<file path="config.mk">
export PLATFORM = sky130hd
export DESIGN_NAME = alu_acc_unit
export DESIGN_NICKNAME = d
export VERILOG_FILES = /design/src/rtl/alu_pkg.sv /design/src/rtl/alu_acc_unit.sv
export SDC_FILE = /design/constraint.sdc
export NUM_CORES = 1
export LEC_CHECK = 0
export CORE_ASPECT_RATIO = 0.9
export CORE_MARGIN = 2
export CORE_UTILIZATION = 32
export DETAILED_ROUTE_END_ITERATION = 6
export PLACE_DENSITY = 0.7
export SYNTH_ARGS = -nofsm -noshare
export SYNTH_HDL_FRONTEND = slang
export SYNTH_SLANG_ARGS = --single-unit
</file>
<file path="constraint.sdc">
create_clock -name clk -period 1.8 [get_ports clk]
set_clock_uncertainty 0.05 [all_clocks]
set_input_delay 0.36 -clock clk [delete_from_list [all_inputs] [get_ports clk]]
set_output_delay 0.36 -clock clk [all_outputs]
set_load 0.03 [all_outputs]
</file>
<file path="src/rtl/alu_pkg.sv">
// Shared definitions for the accumulator front-end of the external 5-bit ALU:
// op-code encodings, FSM state type and the datapath width default.
package alu_pkg;

    localparam int WIDTH = 5;

    localparam logic [1:0] OP_AND = 2'b00;
    localparam logic [1:0] OP_ADD = 2'b01;
    localparam logic [1:0] OP_OR  = 2'b10;
    localparam logic [1:0] OP_XOR = 2'b11;

    typedef enum logic [1:0] {
        IDLE  = 2'd0,
        ISSUE = 2'd1,
        HOLD  = 2'd2
    } state_e;

endpackage

</file>
<file path="src/rtl/alu_acc_unit.sv">
// Command sequencer and accumulator wrapped around an external combinational ALU.
// Optional zero flag on the captured result: define ALU_ACC_ZFLAG_EN.
//
//   state | meaning
//   IDLE  | ready for a command; in_clr clears acc
//   ISSUE | operands on alu_*; result captured at the closing edge
//   HOLD  | out_valid high, waiting for out_ready; in_clr clears acc
module alu_acc_unit
    import alu_pkg::*;
#(
    parameter int WIDTH = alu_pkg::WIDTH
) (
    input  logic             clk,
    input  logic             rst,
    input  logic             in_valid,
    output logic             in_ready,
    input  logic [WIDTH-1:0] in_A,
    input  logic [WIDTH-1:0] in_B,
    input  logic [1:0]       in_sel,
    input  logic             in_acc,
    input  logic             in_clr,
    output logic [WIDTH-1:0] alu_A,
    output logic [WIDTH-1:0] alu_B,
    output logic [1:0]       alu_sel,
    input  logic [WIDTH-1:0] alu_out,
    output logic             out_valid,
    input  logic             out_ready,
    output logic [WIDTH-1:0] out_data,
`ifdef ALU_ACC_ZFLAG_EN
    output logic             out_zero,
`endif
    output logic [WIDTH-1:0] acc
);

    state_e           state_q, state_d;
    logic [WIDTH-1:0] acc_q, acc_d;
    logic [WIDTH-1:0] out_data_q, out_data_d;
    logic [WIDTH-1:0] alu_a_q, alu_a_d;
    logic [WIDTH-1:0] alu_b_q, alu_b_d;
    logic [1:0]       alu_sel_q, alu_sel_d;
    logic [WIDTH-1:0] acc_eff;
`ifdef ALU_ACC_ZFLAG_EN
    logic             zero_q, zero_d;
`endif

    // A clear in the accept cycle must already be visible to the issued operand.
    assign acc_eff = in_clr ? '0 : acc_q;

    always_ff @(posedge clk or posedge rst) begin
        if (rst) begin
            state_q    <= IDLE;
            acc_q      <= '0;
            out_data_q <= '0;
            alu_a_q    <= '0;
            alu_b_q    <= '0;
            alu_sel_q  <= 2'b00;
        end else begin
            state_q    <= state_d;
            acc_q      <= acc_d;
            out_data_q <= out_data_d;
            alu_a_q    <= alu_a_d;
            alu_b_q    <= alu_b_d;
            alu_sel_q  <= alu_sel_d;
        end
    end

`ifdef ALU_ACC_ZFLAG_EN
    always_ff @(posedge clk or posedge rst) begin
        if (rst) begin
            zero_q <= 1'b1;
        end else begin
            zero_q <= zero_d;
        end
    end
`endif

    always_comb begin
        state_d    = state_q;
        acc_d      = acc_q;
        out_data_d = out_data_q;
        alu_a_d    = alu_a_q;
        alu_b_d    = alu_b_q;
        alu_sel_d  = alu_sel_q;
`ifdef ALU_ACC_ZFLAG_EN
        zero_d     = zero_q;
`endif
        case (state_q)
            IDLE: begin
                if (in_clr) begin
                    acc_d = '0;
                end
                if (in_valid) begin
                    alu_a_d   = in_acc ? acc_eff : in_A;
                    alu_b_d   = in_B;
                    alu_sel_d = in_sel;
                    state_d   = ISSUE;
                end
            end
            ISSUE: begin
                out_data_d = alu_out;
                acc_d      = alu_out;
`ifdef ALU_ACC_ZFLAG_EN
                zero_d     = (alu_out == '0);
`endif
                state_d    = HOLD;
            end
            HOLD: begin
                if (in_clr) begin
                    acc_d = '0;
                end
                if (out_ready) begin
                    state_d = IDLE;
                end
            end
            default: begin
                state_d = IDLE;
            end
        endcase
    end

    assign in_ready  = (state_q == IDLE);
    assign out_valid = (state_q == HOLD);
    assign alu_A     = alu_a_q;
    assign alu_B     = alu_b_q;
    assign alu_sel   = alu_sel_q;
    assign out_data  = out_data_q;
    assign acc       = acc_q;
`ifdef ALU_ACC_ZFLAG_EN
    assign out_zero  = zero_q;
`endif

endmodule

</file>
==> impl_results.md, run 1 <==
- Outcome: finished, final reports clean
- Clk buf depth: 2
- Vias per inst: 4.536
- Total number of vias: 830
- Die X: 64.05 um
- Final worst slack: 0.04251 ns
- Crit-path max FO: 2
- Finished Cell Area: 1604 sq um
- Crit path kind: flop to primary output
- Min Tclk post-route: 1.757 ns
- Nets@finish: 165
- Diodes inserted: 0
- Final Hold Viols: 0
- Clk Tree Root Cell: clkbuf_4
- Yosys cell types: 20
- Internal reg-to-reg setup slack: 0.23 ns
- Routability congestion estimate: 0.7418
- Drt drc: 0
- Placed cell areas: 1541 sq um
- Post-Syn Instances: 92
- Worst-skew pair later-pin latency: 0.31 ns
- Initial antenna violation count: 0
- # hold bufs at CTS: 0
- Largest stage delay on the critical path: 0.67 ns
- H-tree depth: 1
- Worst flop-to-flop path startpoint: state_q[0]
- Number of global-route vias before repair: 780
- CTS tree: built
- Slowest cell on crit path: clkdlybuf4s50_1
- CP endpoint kind: primary output
- Top Ports: 47
- Final Total Pwr: 2.871 mW
- R2R cell count: 5
- Die Y: 58.05 um
- #FFs+latches synth: 24
- Port Buffer Count: 46
- Worst Hold Class: input port to asynchronous set/reset pin
- Total CTS buffers: 3
- Pwr Density: 1790 nW/um^2
- Syn nets: 115
- Dpl ws: -0.04081 ns
- Critical path buffers and inverters: 1
- Fmax: 569.0 MHz
- Endpoints failing setup: 0
- Crit path cell chain: clkdlybuf4s50_1
- WP data arrival: 1.35 ns
- RSZ-0062 raised after global routing: false
- Starting Density: 0.3386
- Area grow syn2layout: 54.46%
- Pin count of the biggest net entering global routing: 25
- First-pass GRT wire length: 3.801 mm
- Dpl hpwl: 1.916 mm
- Actual slew at the worst max-slew pin: 0.4870 ns
- Core outline area: 3067 sq um
- TritonCTS sink count: 24
- Worst path top cell family by delay: buffers and inverters
- DR iter-0 viols: 27
- Tcrit/Tclk final: 0.9764
- Syn. warnings: 0
- Grt ovf: 0
- Sequential share of the synthesized area: 0.5783
- Share of post-route cells with drive strength above 1: 0.1348
- Worst Path Required: 1.39 ns
- GRT Util Overall: 0.1369
- Drt pass-1 iters: 5
- Synthesized area per cell: 11.29 sq um
- Number of fill cells: 265
- Fin util: 0.5231
- Final Hold Slack: 0.3248 ns
- Slew Limit Fails: 0
- Slew HR: 0.6747
- Max-capacitance violation count: 0
- Crit path depth: 1
- Die area: 3718 sq um
- Routed wire per std cell: 13.57 um
- Leak Pwr: 0.8438 nW
- Num rows: 19
- Setup crit start kind: flop
- Total Routed Length: 2.483 mm
- Reg clk slew, reported paths: 0.13 ns
- Cell Area, Synth: 1038 sq um
- Detail Route Antenna Nets: 0
- FF-to-FF End: alu_A[1]
- Peak VDD IR: 617.1 uV
-- logic make-up after synthesis --
family,after synthesis,share of synthesized area
DFF,24,0.5783
and+or+nand+nor,35,0.1675
AOI/OAI and AO/OA,12,0.07349
muxes,13,0.1337
buffers and inverters,8,0.04698
-- Yosys cell counts --
library cell   n  area share
inv_1          3       0.011
a31oi_1        1      0.0060
mux2i_1        6       0.058
nand2_1       16       0.058
nor2b_1        4       0.024
nand2b_1       3       0.018
nor2_2         1      0.0060
buf_4          1      0.0072
mux2_2         7       0.076
a21oi_1        7       0.034
clkbuf_1       1      0.0036
nor3b_4        1       0.018
nor2_1         8       0.029
nand3b_1       2       0.014
buf_6          2       0.022
buf_1          1      0.0036
dfrtp_1       24        0.58
o21ai_0        1      0.0048
a31oi_2        1       0.012
a22o_1         2       0.017
-- repair_timing --
item / CTS / global route
resized for setup: 7 / 14
buffers inserted: 0 / 0
setup endpoints to repair: 7 / 14
-- cell usage in the layout, fill, tap and decap left out, types with 2 or more instances in the layout --
cell type	instances
dfrtp_1	24
clkdlybuf4s50_1	24
nand2_1	16
dlymetal6s2s_1	14
nor2_1	8
a21oi_1	7
mux2_2	7
dlygate4sd2_1	7
mux2i_1	6
buf_4	5
nor2b_1	4
inv_1	3
nand2b_1	3
clkbuf_4	3
a22o_1	2
nand3b_1	2
-- registers in the layout, summed over array words and instances (netlist names) --
register	count
alu_B	5
acc	5
alu_A	5
out_data	5
state_q	2
alu_sel	2
-- cell type report --
cell class / count / area, sq um / share of cell area
clock buffer: 4 / 36.28 / 0.02262
sequential: 24 / 600.6 / 0.3744
inverter: 3 / 11.26 / 0.007020
tap: 42 / 52.55 / 0.03276
multi-input combinational: 60 / 389.1 / 0.2426
timing repair buffer: 50 / 514.2 / 0.3206
-- per-stage QoR --
step | cells | setup TNS (ns)
floorplan | 92 | 0
global placement | 179 | 0
detailed placement | 179 | -0.2330
CTS | 183 | 0
global route | 183 | 0
finish | 183 | 0
-- routing by layer --
metal / share of wire / wire length, um / vias to the layer above / global-route usage
li1: - / - / 402 / -
met1: 0.43 / 1056 / 401 / 0.1723
met2: 0.52 / 1291 / 23 / 0.2292
met3: 0.039 / 96 / 4 / 0.02524
met4: 0.016 / 39 / 0 / 0.06522
met5: 0 / 0 / - / 0
-- power breakdown --
part           internal [mW]  switching, mW  total, mW
Combinational          0.678          0.971       1.65
Sequential             0.800          0.141      0.942
Clock                  0.124          0.156      0.279
-- how the worst max path moves through the flow --
stage	end	slack [ns]	from
final	alu_B[4]	0.04	alu_B[4]
after global routing	alu_B[4]	0.002	alu_B[4]
after CTS	acc[1]	0.0004	acc[1]
after detailed placement	alu_A[1]	-0.04	in_valid
after global placement	alu_B[4]	0.04	in_valid
after floorplan	alu_B[0]	0.39	state_q[0]
(Power assumes the default switching activity.)
==> run 2, diff against run 1 <==
Settings changed: CORE_MARGIN 2 to unset, PLACE_DENSITY 0.7 to unset, PLACE_DENSITY_LB_ADDON set to 0.08.
==> run 2 against run 1 <==
Compared with the run above:
- via count down 1.2%
- combinational power about the same
- die area down 6.5%
- maximum frequency up 1.0%
- core utilization up 0.86 points
- first-iteration DRC count down 44%
- critical path depth unchanged
- design area up 1.6%
- sequential power about the same
- worst setup slack better by 0.018 ns
- global-route usage up 0.42 points
- sequential cell count unchanged
==> impl_results.md, run 2 (synthesized netlist as in run 1, its figures left out) <==
- Outcome: finished, final reports clean (unchanged)
- Met3 WL post-DR: 133 um (was 96 um)
- H-tree depth: 1 (unchanged)
- DR iter-0 viols: 15 (was 27)
- Commonest non-fill, non-tap cells in the layout: 24 x dfrtp_1, 23 x clkdlybuf4s50_1, 16 x nand2_1, 16 x dlymetal6s2s_1, 8 x nor2_1 (was 24 x dfrtp_1, 24 x clkdlybuf4s50_1, 16 x nand2_1)
- Metal2 WL: 1.017 mm (was 1.291 mm)
- Final Hold Slack: 0.3279 ns (was 0.3248 ns)
- Area grow syn2layout: 56.99% (was 54.46%)
- Crit path cell chain: clkdlybuf4s50_1 (unchanged)
- Die area: 3478 sq um (was 3718 sq um)
- Pwr Density: 1769 nW/um^2 (was 1790 nW/um^2)
- CTS tree: built (unchanged)
- R2R cell count: 4 (was 5)
- Num rows: 19 (unchanged)
- Final Hold Viols: 0 (unchanged)
- Critical path buffers and inverters: 1 (unchanged)
- Detail Route Antenna Nets: 0 (unchanged)
- Grt ovf: 0 (unchanged)
- Max-capacitance violation count: 0 (unchanged)
- Routed met1 length: 1.064 mm (was 1.056 mm)
- Core outline area: 3067 sq um (unchanged)
- Reg clk slew, reported paths: 0.13 ns (about the same)
- First-pass GRT wire length: 3.608 mm (was 3.801 mm)
- TritonCTS sink count: 24 (unchanged)
- RSZ-0062 raised after global routing: false (unchanged)
- GRT Util Overall: 0.1410 (was 0.1369)
- Largest stage delay on the critical path: 0.66 ns (was 0.67 ns)
- Total number of vias: 820 (was 830)
- Die X: 62.05 um (was 64.05 um)
- Total CTS buffers: 3 (unchanged)
- Pin count of the biggest net entering global routing: 25 (unchanged)
- Leak Pwr: 0.8687 nW (was 0.8438 nW)
- Drt drc: 0 (unchanged)
- WP data arrival: 1.33 ns (was 1.35 ns)
- Top Ports: 47 (unchanged)
- Worst Path Required: 1.39 ns (about the same)
- Share of post-route cells with drive strength above 1: 0.1408 (was 0.1348)
- Slowest cell on crit path: clkdlybuf4s50_1 (unchanged)
- Actual slew at the worst max-slew pin: 0.3237 ns (was 0.4870 ns)
- Vias per inst: 4.457 (was 4.536)
- Peak VDD IR: 1131 uV (was 617.1 uV)
- Clk buf depth: 2 (unchanged)
- Port Buffer Count: 46 (unchanged)
- Drt pass-1 iters: 4 (was 5)
- Total Routed Length: 2.224 mm (was 2.483 mm)
- Slew HR: 0.7839 (was 0.6747)
- Most common cell after layout, fill and taps aside: dfrtp_1
- Dpl hpwl: 1.615 mm (was 1.916 mm)
- Crit path kind: flop to primary output (unchanged)
- Worst-skew pair later-pin latency: 0.31 ns (about the same)
- Setup TNS Final: 0 ns (unchanged)
- Starting Density: 0.3386 (unchanged)
- Routed wire per std cell: 12.09 um (was 13.57 um)
- Post-CTS Setup Bufs: 0 (unchanged)
- Tcrit/Tclk final: 0.9663 (was 0.9764)
- CP endpoint kind: primary output (unchanged)
- Slew Limit Fails: 0 (unchanged)
- Initial antenna violation count: 0 (unchanged)
- Diodes inserted: 0 (unchanged)
- Crit-path max FO: 2 (unchanged)
- Endpoints failing setup: 0 (unchanged)
- Number of global-route vias before repair: 764 (was 780)
- Die Y: 56.05 um (was 58.05 um)
- Worst Hold Class: input port to asynchronous set/reset pin (unchanged)
- Routability congestion estimate: 0.7401 (was 0.7418)
- Setup crit start kind: flop (unchanged)
- Highest metal used: met4 (unchanged)
- Clk Tree Root Cell: clkbuf_4 (unchanged)
- Worst path top cell family by delay: buffers and inverters (unchanged)
- Fmax: 574.9 MHz (was 569.0 MHz)
- Crit path depth: 1 (unchanged)
- Min Tclk post-route: 1.739 ns (was 1.757 ns)
- Nets@finish: 166 (was 165)
[run 2: cell count changes in the layout (fill, tap and decap cells not counted)]
cell             previous run  this run
dlymetal6s2s_1             14        16
buf_12                      0         1
clkdlybuf4s50_1            24        23
dlygate4sd2_1               7         6
[run 2: timing repair]
item                       CTS  global route
resized for setup            6            16
hold endpoints to repair     0             0
hold buffers                 0             0
setup endpoints to repair    6            16
[run 2: area by class of cell]
| type | count | area, sq um |
|---|---|---|
| inverters | 3 | 11.26 |
| well taps | 42 | 52.55 |
| repair buffers | 51 | 540.5 |
| clock buffers | 4 | 36.28 |
| multi-input cells | 60 | 389.1 |
| fillers | 286 | 1436 |
| flip-flops and latches | 24 | 600.6 |
[run 2: layer usage]
layer / track usage / vias up
li1: - / 403
met4: 0.01905 / 0
met2: 0.2067 / 27
met1: 0.2051 / 388
met5: 0 / -
met3: 0.04884 / 2
[run 2: final timing paths]
kind,to,slack [ns],from
worst max-delay path,out_data[0],0.06,out_data[0]
worst min register to register,out_data[1],0.44,out_data[1]
min in group clk,out_data[1],0.44,out_data[1]
worst min-delay path,alu_B[3],0.33,rst
worst max register to register,alu_sel[0],0.32,state_q[0]
max in group asynchronous,acc[1],1.13,rst
[run 2: through the flow]
stage	instance area (sq um)	instances	power, mW	utilization	setup WS [ns]
detailed placement	1562	180	2.721	0.5092	0.05213
global placement	1562	180	2.705	0.5092	0.09513
finish	1630	184	2.884	0.5316	0.06068
global route	1630	184	3.080	0.5316	0.0003648
CTS	1590	184	2.959	0.5186	0.01562
floorplan	1039	92	2.006	-	0.3930
[run 2: worst reg2reg max path, delay by kind of cell (launching register included)]
kind	cells	cell delay, ns
and+or+nand+nor	1	0.24
muxes	1	0.34
DFF	1	0.40
buffers and inverters	2	0.36
[run 2: report_power, final]
group	total (mW)	internal [mW]	switching [mW]
logic	1.67	0.710	0.959
clock network	0.276	0.123	0.153
registers	0.939	0.800	0.139
==> run 3, diff against run 2 <==
Settings changed: CTS_BUF_LIST set to sky130_fd_sc_hd__clkbuf_16.
==> run 3 against run 2 <==
Compared with the run above:
- via count is 1.3% lower
- critical endpoint is now acc[2]
- global-route usage increased by 0.14 points
- clock power rose by 69%
- register-to-register slack about the same
- largest power group unchanged
- cell count did not move
- wire length decreased by 0.99%
==> impl_results.md, run 3 (synthesized netlist as in run 1, its figures left out) <==
- Outcome: finished, final reports clean (unchanged)
- Core outline area: 3067 sq um (unchanged)
- Placed Cells: 180 (unchanged)
- GR Util met2: 0.2067 (unchanged)
- Crit path kind: flop to primary output (unchanged)
- WP data arrival: 1.32 ns (was 1.33 ns)
- First-pass GRT wire length: 3.615 mm (was 3.608 mm)
- Worst path top cell family by delay: buffers and inverters (unchanged)
- Sw power: 1.278 mW (was 1.250 mW)
- Diodes inserted: 0 (unchanged)
- Detail Route Antenna Nets: 0 (unchanged)
- Leak Pwr: 0.7164 nW (was 0.8687 nW)
- Most common cell after layout, fill and taps aside: clkdlybuf4s50_1 (was dfrtp_1)
- Power share of the clock group: 0.148 (was 0.096)
- Area grow syn2layout: 57.83% (was 56.99%)
- Worst Hold Class: input port to asynchronous set/reset pin (unchanged)
- Pin count of the biggest net entering global routing: 25 (unchanged)
- Top Ports: 47 (unchanged)
- Total Routed Length: 2.202 mm (was 2.224 mm)
- Total number of vias: 809 (was 820)
- Slowest cell on crit path: clkdlybuf4s50_1 (unchanged)
- Grt peak-use layer: met1 (was met2)
- Drt pass-1 iters: 4 (unchanged)
- Drt drc: 0 (unchanged)
- Routed wire per std cell: 11.97 um (was 12.09 um)
- Fmax: 578.5 MHz (was 574.9 MHz)
- Number of global-route vias before repair: 755 (was 764)
- CP endpoint kind: primary output (unchanged)
- Final Total Pwr: 3.157 mW (was 2.884 mW)
- Seq pwr share: 0.302 (was 0.326)
- # hold bufs at CTS: 0 (unchanged)
- Die Y: 56.05 um (unchanged)
- Setup crit start kind: flop (unchanged)
- Pwr Density: 1926 nW/um^2 (was 1769 nW/um^2)
- DR iter-0 viols: 27 (was 15)
- RSZ-0062 raised after global routing: false (unchanged)
- Post-CTS Setup Bufs: 0 (unchanged)
- Commonest non-fill, non-tap cells in the layout: 44 x clkdlybuf4s50_1, 24 x dfrtp_1, 16 x nand2_1 (was 24 x dfrtp_1, 23 x clkdlybuf4s50_1, 16 x nand2_1, 16 x dlymetal6s2s_1, 8 x nor2_1)
- Max-capacitance violation count: 0 (unchanged)
- Largest stage delay on the critical path: 0.69 ns (was 0.66 ns)
- Nets@finish: 166 (unchanged)
- Slew HR: 0.7862 (was 0.7839)
- Met1 Usage GRT: 0.2096 (was 0.2051)
- Starting Density: 0.3386 (unchanged)
- Worst-skew pair later-pin latency: 0.25 ns (was 0.31 ns)
- Die area: 3478 sq um (unchanged)
- H-tree depth: 1 (unchanged)
- Share of post-route cells with drive strength above 1: 0.1338 (was 0.1408)
- Critical path buffers and inverters: 1 (unchanged)
- Worst Path Required: 1.39 ns (about the same)
- Actual slew at the worst max-slew pin: 0.3197 ns (was 0.3237 ns)
- Final Hold Viols: 0 (unchanged)
- Routability congestion estimate: 0.7401 (unchanged)
- Logic pwr share: 0.551 (was 0.579)
- Clk buf depth: 2 (unchanged)
- Peak VDD IR: 1015 uV (was 1131 uV)
- Port Buffer Count: 46 (unchanged)
- Power Internal: 1.879 mW (was 1.634 mW)
- Initial antenna violation count: 0 (unchanged)
- Cell Count, Final, Fillers Out: 184 (unchanged)
- Reg clk slew, reported paths: 0.06 ns (was 0.13 ns)
- Vias per inst: 4.397 (was 4.457)
- Setup TNS Final: 0 ns (unchanged)
- TritonCTS sink count: 24 (unchanged)
- Num rows: 19 (unchanged)
- Sw Ratio: 0.4048 (was 0.4335)
- Crit-path max FO: 3 (was 2)
- CTS tree: built (unchanged)
- Total CTS buffers: 3 (unchanged)
- Die X: 62.05 um (unchanged)
- Clk Tree Root Cell: clkbuf_16 (was clkbuf_4)
- Crit path cell chain: clkdlybuf4s50_1 (unchanged)
- Endpoints failing setup: 0 (unchanged)
- Tcrit/Tclk final: 0.9603 (was 0.9663)
- Slew Limit Fails: 0 (unchanged)
- Grt ovf: 0 (unchanged)
- Met3 Use GR: 0.04884 (unchanged)
- Min Tclk post-route: 1.729 ns (was 1.739 ns)
- Dpl hpwl: 1.615 mm (unchanged)
- Number of fill cells: 286 (unchanged)
- GRT Util Overall: 0.1425 (was 0.1410)
==> run 3: changes by cell type in the layout (fill, tap and decap cells not counted) <==
cell and change:
clkbuf_16 +3, dlymetal6s2s_1 -16, clkinv_1 +1, clkdlybuf4s50_1 +21
clkbuf_4 -3, clkbuf_8 -1, dlygate4sd2_1 -5
==> run 3: layer usage <==
metal,vias to the layer above,share of wire
met5,-,0
met4,0,0.0045
met3,2,0.059
met2,25,0.44
met1,382,0.49
li1,400,-
==> run 3: worst register-to-register path: stages, from the launching register on <==
cell and delay [ns]:
dfrtp_1 0.37, buf_4 0.18, nor3b_4 0.25, buf_12 0.18, mux2_2 0.34
==> run 3: what timing repair did <==
action,4_1_cts,5_1_grt
endpoints found under the hold margin,0,0
endpoints found under the setup margin,1,0
resized for setup,1,0
==> run 3: final cells by class <==
type	instances	area (sq um)	area share
Sequential cell	24	600.6	0.3664
Timing Repair Buffer	51	506.7	0.3092
Multi-Input combinational cell	60	389.1	0.2374
Clock buffer	3	75.07	0.04580
Tap cell	42	52.55	0.03206
Inverter	3	11.26	0.006870
Clock inverter	1	3.754	0.002290
==> run 3: metrics by stage <==
step	hold WS (ns)	instance area, sq um	worst slack [ns]	util
finish	0.4020	1639	0.07147	0.5345
CTS	0.4057	1639	0.05396	0.5345
detailed placement	0.4167	1562	0.05213	0.5092
global placement	0.4142	1562	0.09513	0.5092
floorplan	0.3246	1039	0.3930	-
global route	0.4344	1639	0.02376	0.5345
==> run 3: final timing paths <==
path | startpoint | endpoint | slack, ns | cells after the start
setup / recovery | acc[2] | acc[2] | 0.07 | 1
hold / removal | rst | alu_B[3] | 0.40 | 3
setup reg to reg | state_q[0] | alu_sel[1] | 0.32 | 4
hold reg to reg | out_data[1] | out_data[1] | 0.43 | 2
max in group asynchronous | rst | alu_A[1] | 1.06 | 3
min in group clk | out_data[1] | out_data[1] | 0.43 | 2
==> run 3: power groups by stage <==
stage	combinational [mW]	clock (mW)	sequential, mW
floorplan	0.568	0	1.44
global placement	1.75	0	0.954
detailed placement	1.76	0	0.963
CTS	1.76	0.486	0.957
global route	1.85	0.509	0.991
finish	1.74	0.467	0.952
